--- src/rtl/arb_req_agent.sv ---
// Requester agent: buffers source words and presents req; on gnt pops one word onto the bus.
// Latency: one cycle from gnt to bus word. Backpressure: in_ready drops when the FIFO holds DEPTH words.

module arb_req_fifo #(
    parameter int DATA_W = 32,
    parameter int DEPTH  = 4
) (
    input  logic                     clk,
    input  logic                     rst_n,
    input  logic                     push,
    input  logic                     pop,
    input  logic [DATA_W-1:0]        wr_dat,
    output logic [DATA_W-1:0]        rd_dat,
    output logic [$clog2(DEPTH):0]   count
);
    localparam int PW = $clog2(DEPTH);
    localparam int CW = PW + 1;

    logic [DATA_W-1:0] mem [DEPTH];
    logic [PW-1:0]     wr_ptr;
    logic [PW-1:0]     rd_ptr;

    assign rd_dat = mem[rd_ptr];

    always_ff @(posedge clk) begin
        if (push) begin
            mem[wr_ptr] <= wr_dat;
        end
    end

    // Pointers wrap naturally because DEPTH is a power of two.
    always_ff @(posedge clk or negedge rst_n) begin
        if (!rst_n) begin
            wr_ptr <= '0;
            rd_ptr <= '0;
            count  <= '0;
        end else begin
            if (push) wr_ptr <= wr_ptr + 1'b1;
            if (pop)  rd_ptr <= rd_ptr + 1'b1;
            case ({push, pop})
                2'b10:   count <= count + CW'(1);
                2'b01:   count <= count - CW'(1);
                default: count <= count;
            endcase
        end
    end
endmodule

module arb_req_agent #(
    parameter int DATA_W   = 32,
    parameter int DEPTH    = 4,
    parameter int MAX_WAIT = 64,
    parameter int CNT_W    = 16
) (
    input  logic              clk,
    input  logic              rst_n,
    input  logic              in_valid,
    output logic              in_ready,
    input  logic [DATA_W-1:0] in_data,
    output logic              req,
    input  logic              gnt,
    output logic              bus_valid,
    output logic [DATA_W-1:0] bus_data,
    output logic              starve,
    output logic              proto_err,
    output logic [CNT_W-1:0]  grant_cnt
);
    localparam int CW = $clog2(DEPTH) + 1;
    localparam int WW = $clog2(MAX_WAIT + 1);
    localparam logic [CW-1:0] DEPTH_C = CW'(DEPTH);
    localparam logic [WW-1:0] MAX_C   = WW'(MAX_WAIT);

    logic [CW-1:0]     count;
    logic [DATA_W-1:0] head_dat;
    logic              push;
    logic              pop;
    logic              empty;
    logic [WW-1:0]     wait_cnt;
    logic [WW-1:0]     wait_nxt;

    assign empty    = (count == '0);
    assign in_ready = (count < DEPTH_C);
    assign push     = in_valid & in_ready;
    assign pop      = gnt & ~empty;

    // The arbiter answers req one cycle late, so drop req while the last word is being granted.
    assign req = (count >= CW'(2)) | ((count == CW'(1)) & ~gnt);

    arb_req_fifo #(
        .DATA_W (DATA_W),
        .DEPTH  (DEPTH)
    ) u_fifo (
        .clk    (clk),
        .rst_n  (rst_n),
        .push   (push),
        .pop    (pop),
        .wr_dat (in_data),
        .rd_dat (head_dat),
        .count  (count)
    );

    always_comb begin
        wait_nxt = wait_cnt;
        if (gnt || !req) begin
            wait_nxt = '0;
        end else if (wait_cnt != MAX_C) begin
            wait_nxt = wait_cnt + 1'b1;
        end
    end

    always_ff @(posedge clk or negedge rst_n) begin
        if (!rst_n) begin
            bus_valid <= 1'b0;
            bus_data  <= '0;
            starve    <= 1'b0;
            proto_err <= 1'b0;
            grant_cnt <= '0;
            wait_cnt  <= '0;
        end else begin
            bus_valid <= pop;
            if (pop) begin
                bus_data  <= head_dat;
                grant_cnt <= grant_cnt + 1'b1;
            end
            if (gnt && empty) begin
                proto_err <= 1'b1;
            end
            wait_cnt <= wait_nxt;
            starve   <= (wait_nxt == MAX_C);
        end
    end
endmodule
--- config.mk ---
export PLATFORM = sky130hd
export DESIGN_NAME = arb_req_agent
export DESIGN_NICKNAME = d
export VERILOG_FILES = /design/src/rtl/arb_req_agent.sv
export SDC_FILE = /design/constraint.sdc
export NUM_CORES = 1
export LEC_CHECK = 0
export CORE_AREA = 2 2 115 117
export CTS_CLUSTER_SIZE = 20
export DETAILED_ROUTE_END_ITERATION = 16
export DIE_AREA = 0 0 117 119
export PLACE_DENSITY = 0.84
export SETUP_SLACK_MARGIN = 0.5
export SYNTH_ARGS = -nofsm -noshare
export SYNTH_HDL_FRONTEND = slang
export SYNTH_HIERARCHICAL = 1
export SYNTH_SLANG_ARGS = --single-unit
--- constraint.sdc ---
create_clock -name clk -period 3.34 [get_ports clk]
set_input_delay 0.501 -clock clk [delete_from_list [all_inputs] [get_ports clk]]
set_output_delay 0.501 -clock clk [all_outputs]
set_load 0.01 [all_outputs]
-- Word-level counts from Yosys, hierarchy flattened
Memories as Yosys holds them, arrays and structs flattened. A register that Yosys moved wholly into a read port is not among the register bits.
Index checks and enable logic that the tools add are counted.
- add/sub/neg operators: 6
- $lt $le $gt $ge: 2
- eq/ne operators: 5
- multiplexer cells: 5
- bitwise operators: 6
- reduce and logical (&&, ||, !) cells: 6
- operators with widths (cell ; number):
    adder 16 x 1 -> 16 bit, second input constant ; 1
    two-way mux 7 bit ; 2
    adder 7 x 1 -> 7 bit, second input constant ; 1
    == test 7 bit, second input constant ; 1
    != test 7 bit, second input constant ; 1
    one-hot mux 3 bit (2 select lines) ; 1
    adder 2 x 1 -> 2 bit, second input constant ; 2
    adder 3 x 1 -> 3 bit, second input constant ; 1
    bitwise AND 1 bit ; 3
    == test 3 x 1 -> 1 bit, second input constant ; 1
    greater-or-equal comparator 3 x 2 -> 1 bit, second input constant ; 1
    zero test 3 bit ; 1
    less-than comparator 3 bit, second input constant ; 1
    subtractor 3 x 1 -> 3 bit, second input constant ; 1
    == test 2 x 1 -> 1 bit, second input constant ; 1
    == test 2 bit, second input constant ; 1
    zero test 1 bit ; 2
    two-way mux 1 bit ; 2
    inverter 1 bit ; 2
    nonzero test 2 bit ; 1
    logical AND 1 bit ; 1
    logical OR 1 bit ; 1
    bitwise OR 1 bit ; 1
- bits in registers: 33
- bits in writable memories: 128
- input port bits: 36
- output and inout bits: 53
- logic and storage cells: 39
- memories: 1
- memory list (memory ; depth ; width ; rd ports ; clocked after memory_dff ; wr ports ; RTL line ; source):
    u_fifo.mem ; 4 ; 32 ; 1 ; 1 ; 1 ; 19 ; logic [DATA_W-1:0] mem [DEPTH];

-- Depth between registers and ports, before layout
- depth after elaboration: 7
- gate-level depth with buffers: 9
- mapped depth without buffers: 8

-- Cells and area by module
Netlist, hierarchy kept.
- by module, submodules not included (module ; times used ; cells each ; area each (µm²) ; seq. area each (µm²)):
    arb_req_fifo ; 1 ; 202 ; 5053.6 ; 4018.9
    arb_req_agent ; 1 ; 251 ; 2448.6 ; 1451.4

-- Worst setup path after synthesis
No wires, ideal clock.
- path type: input-to-reg
- from: in gnt
- to: reg u_fifo.count[2]
- library setup time: 79 ps
- arrival: 2091 ps
- required time: 3261 ps
- slack: 1170 ps
- cell stages on the path: 9
- buffers on the path: 1
- cell sequence: o31ai_2 -> inv_2 -> clkbuf_1 -> ha_1 -> inv_1 -> fa_1 -> xor2_1 -> nor2_1 -> xor2_1
- longest elaborated chain between the ends: 3
- elaborated cells on any way between the ends: 5
- classes of those cells: eq/ne (2); mux (1); bitwise (1); reduce/logical (1)
- RTL lines (element ; RTL line ; source):
    start: declaration ; 61 ; input logic gnt,
    bitwise AND 1 bit * ; 84 ; assign pop = gnt & ~empty;
    net pop ; 76 ; logic pop;
    == test 2 x 1 -> 1 bit or == test 2 bit (tied branches) ; 40 ; case ({push, pop})
    one-hot mux 3 bit (2 select lines) or nonzero test 2 bit (tied branches) ; - ;
    end signal: assignment ; 41 ; 2'b10: count <= count + CW'(1);
    end signal: assignment ; 42 ; 2'b01: count <= count - CW'(1);
    end signal: assignment ; 43 ; default: count <= count;
    end: declaration ; 14 ; output logic [$clog2(DEPTH):0] count
The timed path passes the listed nets; every way through them passes the cells marked *.
A chain may end at the register's enable or synchronous reset.

-- Final worst setup path
- from: in gnt
- to: out req
- longest elaborated chain between the ends: 3
- RTL lines (element ; RTL line ; source):
    inverter 1 bit ; 87 ; assign req = (count >= CW'(2)) | ((count == CW'(1)) & ~gnt);
    bitwise AND 1 bit ; 87 ;
    bitwise OR 1 bit ; 87 ;
    end: declaration ; 60 ; output logic req,
No other way between the ends.

==> impl_metrics.json <==
{
  "r2r-end": "u_fifo/mem[3][26]",
  "p_leak_nw": 3.458,
  "p_sw_mw": 2.247,
  "ir_drop_mv": 0.4538,
  "synth_nets": 498,
  "post_cts_buffers": 0,
  "clock_skew_ns": 0.009654,
  "period_minus_slack_ns": 2.231,
  "worstPathArrival_ns": 1.73,
  "fin_crit_sh": 0.6681,
  "p_comb_frac": 0.264,
  "p_per_area_nw_per_um2": 812.9,
  "synth-seq-area-share": 0.7292,
  "synth.distinct_cells": 40,
  "hold_class": "in -> async",
  "grt_max_degree": 66,
  "gp_congestion": 0.8306,
  "row_count": 42,
  "worst_pin_slew_ns": 1.102,
  "dr.pass1.iters": 4,
  "synth_most_common_cell": "edfxtp_1",
  "post-route-drc-count": 0,
  "finalHoldViolations": 0,
  "vias": 4045,
  "die_width_um": 117,
  "hpwlAfterDp_um": 8611,
  "grt_overflow": 0,
  "synth_area_leaders": "edfxtp_1, dfrtp_1, mux4_2, nand2_1, xnor2_1",
  "cp-start-kind": "input pin",
  "drt_iter0_markers": 310,
  "postPlaceCellArea_sq_um": 8567,
  "path_cells": "clkdlybuf4s50_1 -> o21ai_0 -> clkdlybuf4s50_1",
  "wl_um": 13800,
  "h-tree-depth": 4,
  "synthArstFlopShare": 0.3368,
  "pre_cts_ws_ns": 0.6748,
  "status": "completed",
  "synth_edf_count": 128,
  "p_int_mw": 5.169,
  "setup_viol": 0,
  "ys_ff_latch": 193,
  "diodes": 0,
  "cp_slowest_stage_delay_ns": 0.55,
  "cts_buffers": 17,
  "via_per_inst": 5.444,
  "clockBufferDepth": 2,
  "maxSlewViolCount": 0,
  "crit_slowest_cell": "clkdlybuf4s50_1",
  "post-route-util": 0.7086,
  "maxCapViolations": 0,
  "avgSynthCellArea_sq_um": 16.56,
  "crit_path_max_fanout": 4,
  "cp_top_family": "buffers and inverters",
  "tritoncts": "built",
  "synth-main-ff-cell": "edfxtp_1",
  "r2r_cells": 3,
  "wl_per_cell_um": 18.58,
  "cts_hold_buf": 0,
  "die_height_um": 119,
  "syn_inst": 453,
  "die_area_sq_um": 13920,
  "start_util": 0.5827,
  "synth_top_area_cell": "edfxtp_1",
  "grt_use_total": 0.2231,
  "clkPwrFrac": 0.255,
  "synth_area_sq_um": 7502,
  "ctsResizeCount": 0,
  "cts_root_buffer": "clkbuf_16",
  "nets": 599,
  "yosysWarnings": 6,
  "synth_top_area_share": 0.5123,
  "port_buffers": 88,
  "clock_latency_ns": 0.43,
  "final.fill_count": 832,
  "path_class": "in -> out",
  "synthTopCellsByCount": "edfxtp_1, nand2_1, dfrtp_1",
  "relSlewSlack": 0.2653,
  "ios": 89,
  "r2r_start": "u_fifo/count[2]",
  "finish.instance_area_sq_um": 9123,
  "antenna_found_initial": 0,
  "worst_slack_ns": 1.109,
  "cp_common_cell": "clkdlybuf4s50_1",
  "path_clk_slew_ns": 0.07,
  "p_sw_frac": 0.3030,
  "setup_tns_ns": 0,
  "rsz0062_at_grt": "false",
  "drive_gt1_frac": 0.1464,
  "coreArea_sq_um": 12870,
  "clock.fmax_ghz": 0.4482,
  "p_seq_frac": 0.481,
  "cp-end-kind": "primary output",
  "ant_nets": 0,
  "grt_pass1_wl_um": 22640,
  "grt_pass1_vias": 4237,
  "path_buf_inv": 2,
  "ff2ff_setup_slack_ns": 1.15,
  "cts.sinks": 193,
  "area_growth_pct": 21.60,
  "critPathRequiredTime_ns": 2.84
}
-- cells in the final DEF (no fill, tap or decap), drive strengths merged, types with 8 or more instances in the layout --
master	netlist	layout
buf	11	11
clkbuf	5	18
clkdlybuf4s50	0	87
dfrtp	65	65
edfxtp	128	128
ha	8	8
inv	11	18
mux4	32	32
nand2	109	109
nand3	9	9
nor2	11	11
xnor2	15	15
xor2	11	11
-- state kept, by name (all words and copies together), names as in the netlist --
signal,flops
u_fifo/wr_ptr,2
starve,1
u_fifo/mem,128
grant_cnt,16
u_fifo/count,3
proto_err,1
u_fifo/rd_ptr,2
bus_data,32
bus_valid,1
wait_cnt,7
-- cell families after synthesis --
family	after synthesis	synth area share
buf+inv	27	0.02218
flops	193	0.7292
compound gates	9	0.01267
simple gates	155	0.08889
fa+ha+maj	9	0.01601
xor+xnor	26	0.03035
mux	34	0.1007
-- layout make-up --
type	instances	area, sq um	area share
flip-flops and latches	193	5473	0.5999
multi-input cells	233	1879	0.2060
repair buffers	98	953.4	0.1045
clock buffers	18	429.2	0.04704
well taps	176	220.2	0.02414
clock inverters	14	126.4	0.01385
inverters	11	41.29	0.004526
-- power by group through the flow --
stage	logic (mW)	clock network (mW)	registers [mW]
4_1_cts	1.99	1.93	3.58
3_5_place_dp	1.97	0	3.62
3_3_place_gp	1.91	0	3.59
2_1_floorplan	1.28	0	3.46
5_1_grt	2.15	2.03	3.65
6_report	1.96	1.89	3.57
-- worst max path at each step --
stage | from | endpoint | depth (start not counted)
after floorplan | gnt | u_fifo/count[2] | 9
after global placement | in_valid | u_fifo/mem[3][26] | 4
after detailed placement | in_valid | u_fifo/mem[3][26] | 4
after CTS | gnt | req | 3
after global routing | u_fifo/count[2] | u_fifo/mem[3][30] | 3
final | gnt | req | 3
-- per-layer routing --
layer  global-route usage  wire length, um  vias up
met5                    0                0        -
met4              0.06765              146        0
met3              0.05903              610       11
met2               0.3620             7281      116
met1               0.2996             5765     2065
li1                     -                -     1853
-- metrics by stage --
stage	std cells	hold WS [ns]	power, mW
floorplan	453	0.2054	4.742
global placement	711	0.4407	5.492
detailed placement	711	0.4513	5.588
CTS	743	0.1951	7.506
global route	743	0.2314	7.833
finish	743	0.1683	7.415
No activity file was read; power rests on OpenSTA's default activity.
